[config.mk]
export PLATFORM = sky130hd
export DESIGN_NAME = serial_adder
export DESIGN_NICKNAME = d
export VERILOG_FILES = /design/src/rtl/serial_adder.sv
export SDC_FILE = /design/constraint.sdc
export NUM_CORES = 1
export LEC_CHECK = 0
export ABC_AREA = 1
export BUFFER_PORTS_ARGS = -buffer_cell sky130_fd_sc_hd__buf_2
export CAP_MARGIN = 10
export CORE_MARGIN = 1
export CORE_UTILIZATION = 48
export CTS_CLUSTER_DIAMETER = 120
export DETAILED_ROUTE_END_ITERATION = 10
export PLACE_DENSITY_LB_ADDON = 0.05
export RECOVER_POWER = 25
export SLEW_MARGIN = 10
export SYNTH_ARGS = -nofsm -noshare
export SYNTH_HDL_FRONTEND = slang
export SYNTH_SLANG_ARGS = --single-unit
[constraint.sdc]
create_clock -name clk -period 1.4 [get_ports clk]
set_input_delay 0.28 -clock clk [delete_from_list [all_inputs] [get_ports clk]]
set_output_delay 0.28 -clock clk [all_outputs]
set_load 0.02 [all_outputs]
[src/rtl/serial_adder.sv]
// ============================================================================
// serial_adder
// ----------------------------------------------------------------------------
// Bit-serial WIDTH-bit unsigned adder. The two operands are captured through
// a valid/ready handshake. The block then adds them LSB-first, one bit per
// clock, using two half-adder cells and a carry flip-flop. The sum and the
// carry-out are handed off through a second valid/ready handshake.
//
// Ports
//   clk          in   1      clock, rising edge
//   rst_n        in   1      asynchronous reset, active low
//   in_valid_i   in   1      operands a_i/b_i valid
//   in_ready_o   out  1      operands can be accepted (IDLE only)
//   a_i, b_i     in   WIDTH  operands, sampled on the accept edge only
//   out_valid_o  out  1      sum_o/carry_out_o valid (DONE only)
//   out_ready_i  in   1      downstream accepts the result
//   sum_o        out  WIDTH  (a+b) mod 2^WIDTH
//   carry_out_o  out  1      carry out of bit WIDTH-1
//   busy_o       out  1      high in RUN and DONE
// ============================================================================
module serial_adder #(
   parameter int WIDTH = 8
) (
   input  logic             clk,
   input  logic             rst_n,
   input  logic             in_valid_i,
   output logic             in_ready_o,
   input  logic [WIDTH-1:0] a_i,
   input  logic [WIDTH-1:0] b_i,
   output logic             out_valid_o,
   input  logic             out_ready_i,
   output logic [WIDTH-1:0] sum_o,
   output logic             carry_out_o,
   output logic             busy_o
);

   // Counter holds 0..WIDTH without wrapping, for every legal WIDTH.
   localparam int                CNT_W    = $clog2(WIDTH + 1);
   localparam logic [CNT_W-1:0]  CNT_LAST = CNT_W'(WIDTH - 1);
   localparam logic [CNT_W-1:0]  CNT_ONE  = CNT_W'(1);

   typedef enum logic [1:0] {
      ST_IDLE = 2'd0,
      ST_RUN  = 2'd1,
      ST_DONE = 2'd2
   } state_e;

   // Half-adder cell: returns {carry, sum}.
   function automatic logic [1:0] half_add(input logic x, input logic y);
      return {x & y, x ^ y};
   endfunction

   state_e           state_q, state_d;
   logic [WIDTH-1:0] a_q, a_d;
   logic [WIDTH-1:0] b_q, b_d;
   logic [WIDTH-1:0] sum_q, sum_d;
   logic             carry_q, carry_d;
   logic             cout_q, cout_d;
   logic [CNT_W-1:0] cnt_q, cnt_d;

   logic [1:0]       ha0_s;
   logic [1:0]       ha1_s;
   logic             bit_sum_s;
   logic             bit_carry_s;

   // Full-adder slice built from two half adders plus an OR for the carry.
   always_comb begin
      ha0_s       = half_add(a_q[0], b_q[0]);
      ha1_s       = half_add(ha0_s[0], carry_q);
      bit_sum_s   = ha1_s[0];
      bit_carry_s = ha0_s[1] | ha1_s[1];
   end

   // Next-state and datapath update for the IDLE -> RUN -> DONE sequence.
   always_comb begin
      state_d = state_q;
      a_d     = a_q;
      b_d     = b_q;
      sum_d   = sum_q;
      carry_d = carry_q;
      cout_d  = cout_q;
      cnt_d   = cnt_q;
      case (state_q)
         ST_IDLE: begin
            if (in_valid_i) begin
               a_d     = a_i;
               b_d     = b_i;
               sum_d   = '0;
               carry_d = 1'b0;
               cout_d  = 1'b0;
               cnt_d   = '0;
               state_d = ST_RUN;
            end else begin
               state_d = ST_IDLE;
            end
         end
         ST_RUN: begin
            // Each new sum bit enters at the MSB; after WIDTH shifts the
            // first (LSB) bit has reached position 0.
            sum_d            = sum_q >> 1;
            sum_d[WIDTH-1]   = bit_sum_s;
            a_d              = a_q >> 1;
            b_d              = b_q >> 1;
            carry_d          = bit_carry_s;
            cnt_d            = cnt_q + CNT_ONE;
            if (cnt_q == CNT_LAST) begin
               cout_d  = bit_carry_s;
               state_d = ST_DONE;
            end else begin
               state_d = ST_RUN;
            end
         end
         ST_DONE: begin
            if (out_ready_i) begin
               state_d = ST_IDLE;
            end else begin
               state_d = ST_DONE;
            end
         end
         default: begin
            state_d = ST_IDLE;
         end
      endcase
   end

   // State and datapath registers; reset aborts any operation in flight.
   always_ff @(posedge clk or negedge rst_n) begin
      if (!rst_n) begin
         state_q <= ST_IDLE;
         a_q     <= '0;
         b_q     <= '0;
         sum_q   <= '0;
         carry_q <= 1'b0;
         cout_q  <= 1'b0;
         cnt_q   <= '0;
      end else begin
         state_q <= state_d;
         a_q     <= a_d;
         b_q     <= b_d;
         sum_q   <= sum_d;
         carry_q <= carry_d;
         cout_q  <= cout_d;
         cnt_q   <= cnt_d;
      end
   end

   // Handshake and status flags are pure decodes of the state register.
   assign in_ready_o  = (state_q == ST_IDLE);
   assign out_valid_o = (state_q == ST_DONE);
   assign busy_o      = (state_q == ST_RUN) || (state_q == ST_DONE);
   assign sum_o       = sum_q;
   assign carry_out_o = cout_q;

endmodule

* Word level (Yosys, flattened, before mapping)
Index checks and enable logic that the tools add are counted.
** Word-level totals
- Input bits :: 20
- Output and inout bits :: 12
- Register bits after elaboration :: 32
** Cells by class
- Equal/unequal tests :: 5
- Multiplexer cells :: 16
- Add/sub/neg operators :: 1
- Bitwise operators :: 5
- Reduce and logical (&&, ||, !) cells :: 5
** Operators with widths (count)
- case mux 8 bit (2 select lines) :: 3
- two-way mux 8 bit :: 3
- case mux 4 bit (2 select lines) :: 1
- case mux 2 bit (3 select lines) :: 1
- adder 4 x 1 -> 4 bit, second input constant :: 1
- equality test 4 x 3 -> 1 bit, second input constant :: 1
- two-way mux 2 bit :: 2
- two-way mux 4 bit :: 1
- inequality test 2 bit, second input constant :: 2
- case mux 1 bit (2 select lines) :: 2
- two-way mux 1 bit :: 3
- AND reduction 3 bit :: 1
- bitwise AND 1 bit :: 2
- equality test 2 x 1 -> 1 bit, second input constant :: 1
- equality test 2 bit, second input constant :: 1
- logical NOT 2 bit :: 1
- AND reduction 2 bit :: 1
- nonzero test 2 bit :: 1
- XOR 1 bit :: 2
- logical OR 1 bit :: 1
- bitwise OR 1 bit :: 1

* Depth between registers and ports, before layout
- Depth after elaboration :: 5
- Mapped depth :: 9

* Least setup slack after synthesis
Ideal clock, no wire load.
- Path kind :: register -> register
- From :: register state_q[0]
- To :: register cnt_q[2]
- Period minus slack after synthesis :: 1426 ps
- Library setup time :: 126 ps
- Slack :: -26 ps
- Cell stages (with the launch flop) :: 9
- Path buffers :: 1
- Arrival time :: 1300 ps
- Cells stage by stage :: dfrtp_1 > inv_1 > ha_1 > nand2_1 > nand2_2 > inv_2 > buf_2 > nand2_1 > o21ai_0
** Between the ends
- Longest elaborated chain between the ends :: 3
** RTL lines
- start: declaration :: line 53 : state_e state_q, state_d;
- start signal: assignment :: line 137 : state_q <= state_d;
- logical NOT 2 bit (*)
- net in_ready_o :: line 27 : output logic in_ready_o,
- inequality test 2 bit (no line) or nonzero test 2 bit (tied branches)
- AND reduction 2 bit (no line)
- end signal: assignment :: line 143 : cnt_q <= cnt_d;
- end: declaration :: line 59 : logic [CNT_W-1:0] cnt_q, cnt_d;
The timed path passes the listed nets; every way through them passes the cells marked *.
A chain may end at the register's enable or synchronous reset.

* Worst setup path after layout
- From :: register state_q[0]
- To :: output busy_o
** Between the ends
- Longest elaborated chain between the ends :: 2
** RTL lines
- equality test 2 x 1 -> 1 bit or equality test 2 bit (tied branches) :: line 150 : assign busy_o = (state_q == ST_RUN) || (state_q == ST_DONE);
- logical OR 1 bit (*) :: line 150
- end: declaration :: line 34 : output logic busy_o
Every way passes the cells marked *; elsewhere a longest branch is shown, timed or not.

==> metrics.txt <==
Cells after Synth 168; Hold Startpoint b_i[4]; R2R setup slack 0.04 ns; # diodes 0; Yosys cell types 22; Routed Antenna Nets 0; WP data arrival 1.20 ns; Max Clk Rate 676.4 MHz; critical path endpoint category output port; fraction of layout cells with a size suffix above 1 0.3814; reg2reg start state_q[0]; ys async rst share 1.000; post-layout minimum cycle time 1.478 ns; Commonest cells post-synth nand2_1 (51), dfrtp_1 (32), inv_1 (14); H-tree levels 2; Fillers 243; worst reg2reg path depth 8; Synth Flop Type dfrtp_1; Seq/Total Area, Yosys 0.5233; vias in the first global route 1198; die width 58.46 um; CP startpoint kind flip-flop; clock sink total 32; IO Count 32; Register Area 802.0 um^2; TritonCTS clock tree built; critical path required time 1.12 ns; Leak Pwr 0.001056 uW; via count 1287; CP max-delay cell dfrtp_2; Hold Path End b_q[4]; Area growth, synth to finish 39.33%; Slew @ Worst Pin 0.7831 ns; Post-synth EDFFs 0; internal power 3172 uW; clock latency on the worst-skew pair 0.33 ns; area of the core 3028 um^2; Tot Pwr 5273 uW; violated checks negative setup slack; Synth area leaders dfrtp_1 (52%), nand2_1 (13%), o211ai_1 (6.4%); Fin. Hold Viols 0; row cnt 20; WHS Path Cells 3; syn avg cell area 9.108 um^2; first-pass iteration count of the detailed router 3; combinational power share 0.553; Die Span Y 58.46 um; unrepaired setup endpoints after global routing yes; Die Area 3418 um^2; Area after DPL 1804 um^2; area of the multi-input gates 725.7 um^2; final setup vio count 3; Synth area leader dfrtp_1; Max stage delay on crit path 0.46 ns; fin area 2132 um^2; gr usage total 0.2001; Reg-to-Reg End sum_o[5]; synthesized cell area 1530 um^2; first-pass GRT wire length 5126 um; CP max FO 3; Warnings, synthesis 0; outcome finished, violations left; HP Class input pin to flip-flop; Slew Limit Fails 0; syn nets 194; Synth top area share 0.5233; buffers added on ports 31; Final nets 240; routed wire length per instance 13.18 um; clk slew on worst S/H paths 0.11 ns; Initial Util 0.5054; crit-path cells inv_2 -> ha_4 -> buf_6; Slew HR 0.4780; Sw Share 0.3984; Placer Congestion 0.7138; DPL Wire Length 2199 um; CTS Buf Count 5; post-CTS setup buffer count 0; Psw 2101 uW; critical path class flip-flop to output port; Fin Clk Skew 0.01244 ns; max-cap viol count 0; setup ws final -0.07841 ns; Max IR drop VDD 1.104 mV; largest net degree at the start of global routing 33; Residual DRC 0; Yosys reg bits 32; CTS root buf clkbuf_4; GRT Residual Overflow 0; clk buf depth 2; Reg power frac 0.296; power per cell area 2473 nW/um^2; antenna violations before repair 0; Clock power frac 0.150; initial DRC count 34; Core Util, Final 0.7041; top-count cell post-synth nand2_1; final WL 3413 um; Tcrit/Tclk final 1.056; Via density 4.969
[layout by cell type, fill, tap and decap left out, types with 4 or more instances in the layout]
cell type / n
inv_1: 11
o22ai_2: 6
nand2_1: 47
o21ai_0: 4
or2_2: 4
clkbuf_4: 5
nand3_1: 5
or2_1: 9
buf_6: 7
buf_2: 28
o211ai_1: 13
buf_4: 5
dfrtp_1: 31
[cell families after synthesis]
group,synth area share
DFF,0.5233
AOI/OAI and AO/OA,0.1292
adders and majority gates,0.05397
buffers and inverters,0.07277
and+or+nand+nor,0.2208
[area by class of cell]
class,count,area share
sequential,32,0.3762
multi-input combinational,112,0.3404
timing repair buffer,47,0.1813
inverter,16,0.03169
clock buffer,7,0.03052
tap,44,0.02582
clock inverter,1,0.01408
[worst max-delay path by stage]
stage	depth (start not counted)	slack, ns	end	start
final	3	-0.08	busy_o	state_q[0]
after global routing	3	-0.12	out_valid_o	state_q[0]
after CTS	3	-0.08	busy_o	state_q[0]
after detailed placement	7	-0.04	sum_o[5]	state_q[1]
after global placement	7	0.005	sum_o[6]	state_q[1]
after floorplan	8	0.05	cnt_q[2]	state_q[0]
[power by group through the flow]
stage | Sequential, uW | Clock (uW) | Combinational [uW]
final | 1560 | 792 | 2920
after global routing | 1610 | 837 | 3180
after CTS | 1540 | 797 | 2180
after detailed placement | 1550 | 0 | 2110
after global placement | 1540 | 0 | 2050
after floorplan | 1630 | 0 | 1390
[sequential cells by signal, indices dropped and copies added (netlist names)]
name	flops
a_q	8
b_q	8
carry_out_o	1
carry_q	1
cnt_q	4
state_q	2
sum_o	8
[timing repair]
| action | in CTS | in global routing |
|---|---|---|
| hold buffers | 1 | 0 |
| setup endpoints to repair | 29 | 33 |
| pin swaps | 0 | 9 |
| cloned | 0 | 5 |
| gates resized for setup | 7 | 31 |
| hold endpoints to repair | 32 | 0 |
[per-stage QoR]
stage               setup slack (ns)  std cells  hold WS, ns  setup TNS [ns]
global route                 -0.1231        259       0.1725         -0.4528
finish                      -0.07841        259       0.1869         -0.1701
global placement            0.004553        245       0.2477               0
CTS                         -0.07833        254       0.1775         -0.4335
detailed placement          -0.04043        245       0.2484         -0.4798
floorplan                    0.04996        168     -0.01559               0
[metal layers]
| layer | vias up | GRT usage | part of all wire |
|---|---|---|---|
| met4 | 0 | 0.09864 | 0.012 |
| li1 | 641 | - | - |
| met5 | - | 0 | 0 |
| met2 | 20 | 0.3432 | 0.51 |
| met3 | 5 | 0.04176 | 0.026 |
| met1 | 621 | 0.2390 | 0.45 |
[worst max-delay path, delay by kind of cell (launching register included)]
family / cells / cell delay, ns
fa+ha+maj: 1 / 0.19
flops: 1 / 0.46
buf+inv: 2 / 0.21
(Power assumes the default switching activity.)
